$ cat src/rtl/amm_block_master.sv
// rtl/amm_block_master.sv - Avalon-MM block master: incrementing-pattern writes, pipelined checksum reads
module amm_block_master #(
    parameter int ADDRESSWIDTH    = 28,
    parameter int DATAWIDTH       = 32,
    parameter int LENWIDTH        = 8,
    parameter int MAX_OUTSTANDING = 4
) (
    input  logic                      clk,
    input  logic                      reset,
    input  logic                      cmd_valid,
    output logic                      cmd_ready,
    input  logic                      cmd_write,
    input  logic [ADDRESSWIDTH-1:0]   cmd_addr,
    input  logic [LENWIDTH-1:0]       cmd_len,
    input  logic [DATAWIDTH-1:0]      cmd_seed,
    output logic [ADDRESSWIDTH-1:0]   avm_address,
    output logic                      avm_read,
    output logic                      avm_write,
    output logic [DATAWIDTH-1:0]      avm_writedata,
    output logic [DATAWIDTH/8-1:0]    avm_byteenable,
    input  logic                      avm_waitrequest,
    input  logic [DATAWIDTH-1:0]      avm_readdata,
    input  logic                      avm_readdatavalid,
    output logic                      busy,
    output logic                      done,
    output logic [DATAWIDTH-1:0]      checksum,
    output logic [DATAWIDTH-1:0]      last_data,
    output logic [LENWIDTH-1:0]       word_count
);
    localparam logic [ADDRESSWIDTH-1:0] ADDR_STEP = ADDRESSWIDTH'(DATAWIDTH / 8);
    localparam logic [3:0]              MAX_OUT   = 4'(MAX_OUTSTANDING);
    localparam logic [LENWIDTH-1:0]     LEN_ONE   = LENWIDTH'(1);
    localparam logic [DATAWIDTH-1:0]    DATA_ONE  = DATAWIDTH'(1);

    typedef enum logic [2:0] {S_IDLE, S_WRITE, S_READ, S_DRAIN, S_FINISH} state_t;

    state_t                   state_q, state_d;
    logic [LENWIDTH-1:0]      len_q, len_d;
    logic [LENWIDTH-1:0]      issued_q, issued_d;
    logic [3:0]               outstanding_q, outstanding_d;
    logic                     cmd_ready_q, cmd_ready_d;
    logic                     avm_read_q, avm_read_d;
    logic                     avm_write_q, avm_write_d;
    logic [ADDRESSWIDTH-1:0]  avm_address_q, avm_address_d;
    logic [DATAWIDTH-1:0]     avm_writedata_q, avm_writedata_d;
    logic                     busy_q, busy_d;
    logic                     done_q, done_d;
    logic [DATAWIDTH-1:0]     checksum_q, checksum_d;
    logic [DATAWIDTH-1:0]     last_data_q, last_data_d;
    logic [LENWIDTH-1:0]      word_count_q, word_count_d;

    logic                     issue, beat, rvalid;
    logic [LENWIDTH-1:0]      issued_n, word_count_n;
    logic [3:0]               outstanding_n;

    always_comb begin
        state_d         = state_q;
        len_d           = len_q;
        issued_d        = issued_q;
        outstanding_d   = outstanding_q;
        cmd_ready_d     = cmd_ready_q;
        avm_read_d      = avm_read_q;
        avm_write_d     = avm_write_q;
        avm_address_d   = avm_address_q;
        avm_writedata_d = avm_writedata_q;
        busy_d          = busy_q;
        done_d          = 1'b0;
        checksum_d      = checksum_q;
        last_data_d     = last_data_q;
        word_count_d    = word_count_q;

        issue  = avm_read_q & ~avm_waitrequest;
        beat   = avm_write_q & ~avm_waitrequest;
        // Data is only taken while a read phase still expects returns.
        rvalid = avm_readdatavalid & ((state_q == S_READ) | (state_q == S_DRAIN))
                 & (outstanding_q != 4'd0);
        issued_n      = issued_q + (issue ? LEN_ONE : '0);
        outstanding_n = outstanding_q + {3'b000, issue} - {3'b000, rvalid};
        word_count_n  = word_count_q + (rvalid ? LEN_ONE : '0);

        case (state_q)
            S_IDLE: begin
                if (cmd_valid && cmd_ready_q) begin
                    len_d           = cmd_len;
                    issued_d        = '0;
                    outstanding_d   = '0;
                    checksum_d      = '0;
                    word_count_d    = '0;
                    avm_address_d   = cmd_addr;
                    avm_writedata_d = cmd_seed;
                    busy_d          = 1'b1;
                    cmd_ready_d     = 1'b0;
                    if (cmd_len == '0) begin
                        state_d = S_FINISH;
                        done_d  = 1'b1;
                    end else if (cmd_write) begin
                        state_d     = S_WRITE;
                        avm_write_d = 1'b1;
                    end else begin
                        state_d    = S_READ;
                        avm_read_d = 1'b1;
                    end
                end
            end
            S_WRITE: begin
                if (beat) begin
                    word_count_d = word_count_q + LEN_ONE;
                    last_data_d  = avm_writedata_q;
                    if (word_count_q + LEN_ONE == len_q) begin
                        avm_write_d = 1'b0;
                        state_d     = S_FINISH;
                        done_d      = 1'b1;
                    end else begin
                        avm_address_d   = avm_address_q + ADDR_STEP;
                        avm_writedata_d = avm_writedata_q + DATA_ONE;
                    end
                end
            end
            S_READ, S_DRAIN: begin
                issued_d      = issued_n;
                outstanding_d = outstanding_n;
                word_count_d  = word_count_n;
                if (issue) avm_address_d = avm_address_q + ADDR_STEP;
                if (rvalid) begin
                    checksum_d  = checksum_q + avm_readdata;
                    last_data_d = avm_readdata;
                end
                avm_read_d = (state_q == S_READ) && (issued_n < len_q) && (outstanding_n < MAX_OUT);
                if (issued_n == len_q) begin
                    if (word_count_n == len_q) begin
                        state_d = S_FINISH;
                        done_d  = 1'b1;
                    end else begin
                        state_d = S_DRAIN;
                    end
                end
            end
            S_FINISH: begin
                busy_d      = 1'b0;
                cmd_ready_d = 1'b1;
                state_d     = S_IDLE;
            end
            default: state_d = S_IDLE;
        endcase
    end

    always_ff @(posedge clk) begin
        if (reset) begin
            state_q         <= S_IDLE;
            len_q           <= '0;
            issued_q        <= '0;
            outstanding_q   <= '0;
            cmd_ready_q     <= 1'b1;
            avm_read_q      <= 1'b0;
            avm_write_q     <= 1'b0;
            avm_address_q   <= '0;
            avm_writedata_q <= '0;
            busy_q          <= 1'b0;
            done_q          <= 1'b0;
            checksum_q      <= '0;
            last_data_q     <= '0;
            word_count_q    <= '0;
        end else begin
            state_q         <= state_d;
            len_q           <= len_d;
            issued_q        <= issued_d;
            outstanding_q   <= outstanding_d;
            cmd_ready_q     <= cmd_ready_d;
            avm_read_q      <= avm_read_d;
            avm_write_q     <= avm_write_d;
            avm_address_q   <= avm_address_d;
            avm_writedata_q <= avm_writedata_d;
            busy_q          <= busy_d;
            done_q          <= done_d;
            checksum_q      <= checksum_d;
            last_data_q     <= last_data_d;
            word_count_q    <= word_count_d;
        end
    end

    assign cmd_ready      = cmd_ready_q;
    assign avm_read       = avm_read_q;
    assign avm_write      = avm_write_q;
    assign avm_address    = avm_address_q;
    assign avm_writedata  = avm_writedata_q;
    assign avm_byteenable = '1;
    assign busy           = busy_q;
    assign done           = done_q;
    assign checksum       = checksum_q;
    assign last_data      = last_data_q;
    assign word_count     = word_count_q;
endmodule
$ cat config.mk
export PLATFORM = sky130hd
export DESIGN_NAME = amm_block_master
export DESIGN_NICKNAME = d
export VERILOG_FILES = /design/src/rtl/amm_block_master.sv
export SDC_FILE = /design/constraint.sdc
export NUM_CORES = 1
export LEC_CHECK = 0
export CAP_MARGIN = 10
export CORE_ASPECT_RATIO = 1.25
export CORE_UTILIZATION = 51
export DETAILED_ROUTE_END_ITERATION = 8
export PLACE_DENSITY = 0.93
export SLEW_MARGIN = 0
export SYNTH_ARGS = -nofsm -noshare
export SYNTH_HDL_FRONTEND = slang
export SYNTH_SLANG_ARGS = --single-unit
$ cat constraint.sdc
create_clock -name clk -period 4.5 [get_ports clk]
set_clock_uncertainty 0.2 [all_clocks]
set_input_delay 0.45 -clock clk [delete_from_list [all_inputs] [get_ports clk]]
set_output_delay 0.45 -clock clk [all_outputs]
set_load 0.02 [all_outputs]
==> impl_metrics.env <==
export IMPL_p_per_area_nw_per_um2=626
export IMPL_crit_arrival_ns=3.65
export IMPL_gp_congestion=0.956
export IMPL_die_area_um2=20700
export IMPL_required_ns=4.64
export IMPL_overflow=0
export IMPL_first_global_vias=10700
export IMPL_dr_pass1_iters=6
export IMPL_vias=11300
export IMPL_hold_violations=0
export IMPL_cts_hold_buffers=0
export IMPL_yosysMostFrequentCell="nand2_1"
export IMPL_clockRootBuffer="clkbuf_16"
export IMPL_yosysWarnings=0
export IMPL_start_util_pct=52.4
export IMPL_status="finished, final reports clean"
export IMPL_cts_made_buffers=17
export IMPL_grt_use_total_pct=33.0
export IMPL_r2r_start="state_q[1]"
export IMPL_synth_area_leaders="dfxtp_1 (31%), nand2_1 (8.7%), ha_1 (6.4%)"
export IMPL_yosysSeqAreaShare_pct=31.3
export IMPL_final_cells=1828
export IMPL_cts_tree="yes"
export IMPL_reg2reg_slack_ns=1.04
export IMPL_ctsHtreeMaxLevel=4
export IMPL_synthCells=1366
export IMPL_use_met1_pct=37.2
export IMPL_slew_violations=0
export IMPL_grt_max_degree=99
export IMPL_fillers=1599
export IMPL_fin_tns_setup_ns=0
export IMPL_vias_per_cell=6.18
export IMPL_fmax_ghz=0.285
export IMPL_drc=0
export IMPL_synth_avg_cell_area_um2=7.50
export IMPL_grtUsageMet3_pct=5.56
export IMPL_fp_row_count=57
export IMPL_relSlewSlack_pct=22.5
export IMPL_synth_edf_count=0
export IMPL_yosysTopAreaCellShare_pct=31.3
export IMPL_max_vdd_ir_drop_uv=596
export IMPL_postCtsSetupBuffers=0
export IMPL_post_route_min_period_ns=3.51
export IMPL_syn_to_final_growth_pct=30.2
export IMPL_endpoint="state_q[1]"
export IMPL_fin_nets=1712
export IMPL_busiest_layer="met2"
export IMPL_met2_usage_pct=55.7
export IMPL_die_h_um=160
export IMPL_synth_flop_cell="dfxtp_1"
export IMPL_cts_resized=0
export IMPL_ios=247
export IMPL_cts_sinks=160
export IMPL_final_period_utilization_pct=78.0
export IMPL_postLayoutCellArea_um2=13300
export IMPL_clock_latency_ns=0.42
export IMPL_portBuffers=242
export IMPL_wire_per_inst_um=18.7
export IMPL_worst_r2r_path_depth=12
export IMPL_place_area_um2=12800
export IMPL_endpoint_kind="flop"
export IMPL_path_clk_slew_ns=0.06
export IMPL_p_leak_nw=4.88
export IMPL_grt_pass1_wl_um=53900
export IMPL_ys_ff_latch=160
export IMPL_ctsLongestPathBuffers=2
export IMPL_drive_above_1_share_pct=5.38
export IMPL_yosysTopAreaCell="dfxtp_1"
export IMPL_drv_cap=0
export IMPL_rsz0062_at_grt="no"
export IMPL_fp_dieW_um=129
export IMPL_core_um2=19500
export IMPL_ant_nets=0
export IMPL_worstPathMaxFanout=4
export IMPL_syn_cell_area_um2=10200
export IMPL_antenna_found_initial=1
export IMPL_synth_async_sr_flop_share_pct=0
export IMPL_drt_wl_total_um=34200
export IMPL_regToRegEndpoint="done"
export IMPL_dpl_hpwl_um=24700
export IMPL_synthTopCellsByCount="nand2_1 (238), dfxtp_1 (160), nor2_1 (123), a21oi_1 (116), o21ai_0 (84)"
export IMPL_first_iter_violations=1130
export IMPL_place_inst=1798
export IMPL_critPathKind="input pin to flop"
export IMPL_worst_setup_path_start_kind="input pin"
export IMPL_worst_pin_slew_ns=1.16
export IMPL_cp_startpoint="avm_waitrequest"
export IMPL_hold_path_class="flop to flop"
export IMPL_ys_types=85
export IMPL_setup_violations=0
==> area by class of cell <==
| type | count | area, um2 | share of cell area, % |
|---|---|---|---|
| clock inverter | 5 | 80.1 | 0.600 |
| tap | 265 | 332 | 2.49 |
| multi-input combinational | 1081 | 6550 | 49.1 |
| clock buffer | 24 | 492 | 3.69 |
| antenna | 1 | 2.50 | 0.0188 |
| sequential | 160 | 3200 | 24.0 |
| timing repair buffer | 260 | 2550 | 19.2 |
| inverter | 32 | 120 | 0.901 |
==> cell families (layout without fill, tap and decap cells) <==
family                     count (synthesis)  count (layout)  synth area share, %
other                                      1               5               0.0366
adders and majority gates                 54              54                 6.74
buffers and inverters                    128             321                 5.27
xor gates and xnor gates                  45              45                 3.92
and+or+nand+nor                          544             544                 24.3
muxes                                      7               7                0.684
DFF                                      160             160                 31.3
AOI/OAI and AO/OA                        427             427                 27.7
==> state kept, by name (all words and copies together), names as in the netlist, 3 cells and up <==
register and count:
word_count 8, last_data 32, state_q 3, issued_q 8, avm_writedata 32, outstanding_q 4, checksum 32, avm_address 28
len_q 8
==> report_power, final <==
| group | total, W | internal (W) | switching, W |
|---|---|---|---|
| Clock | 0.00144 | 0.000867 | 0.000569 |
| Sequential | 0.00237 | 0.00184 | 0.000522 |
| Combinational | 0.00454 | 0.00177 | 0.00278 |
| Total | 0.00834 | 0.00448 | 0.00387 |
==> layer usage <==
metal / share of wire, % / vias to the layer above
met4: 7.0 / 0
met3: 7.3 / 146
li1: - / 5337
met2: 48 / 583
met5: 0 / -
met1: 37 / 5228
==> cell usage in the layout (no fill, tap or decap), types with 17 or more instances in the layout <==
master           Yosys  layout
o21ai_0             84      84
clkdlybuf4s50_1      0     241
dfxtp_1            160     160
nor2_1             123     122
nand4_1             19      19
clkbuf_16            0      17
a21oi_1            116     115
buf_4                6      19
xnor2_1             24      24
nor3_1              18      18
a211oi_1            32      32
inv_1               32      32
xor2_1              20      20
ha_1                52      52
nand3_1             54      54
a311oi_1            41      41
a22oi_1             23      23
nand2_1            238     237
==> worst min-delay path by stage <==
| stage | startpoint | to | cells after the start |
|---|---|---|---|
| after global placement | avm_address[1] | avm_address[1] | 2 |
| after detailed placement | busy | busy | 2 |
| after global routing | busy | busy | 2 |
| after floorplan | outstanding_q[2] | outstanding_q[2] | 2 |
| after CTS | busy | busy | 2 |
| final | busy | busy | 2 |
==> per-stage QoR <==
stage	power (W)	hold slack (ns)	worst slack, ns	utilization (%)
global placement	0.00668	0.248	0.798	65.3
floorplan	0.00520	0.248	1.26	-
CTS	0.00829	0.266	1.08	68.2
finish	0.00834	0.271	0.992	68.2
global route	0.00884	0.285	0.773	68.2
detailed placement	0.00684	0.255	0.680	65.3
==> critical path, cell delays in order <==
cell	delay [ns]
clkdlybuf4s50_1	0.44
nand2b_1	0.18
inv_1	0.08
ha_1	0.15
and3_1	0.24
and3_1	0.26
nand3_1	0.13
xnor2_1	0.17
ha_1	0.30
nand4_1	0.13
o21ai_0	0.44
o211ai_4	0.15
or3_1	0.36
a21oi_1	0.16
Power figures use the tool's default switching activity.
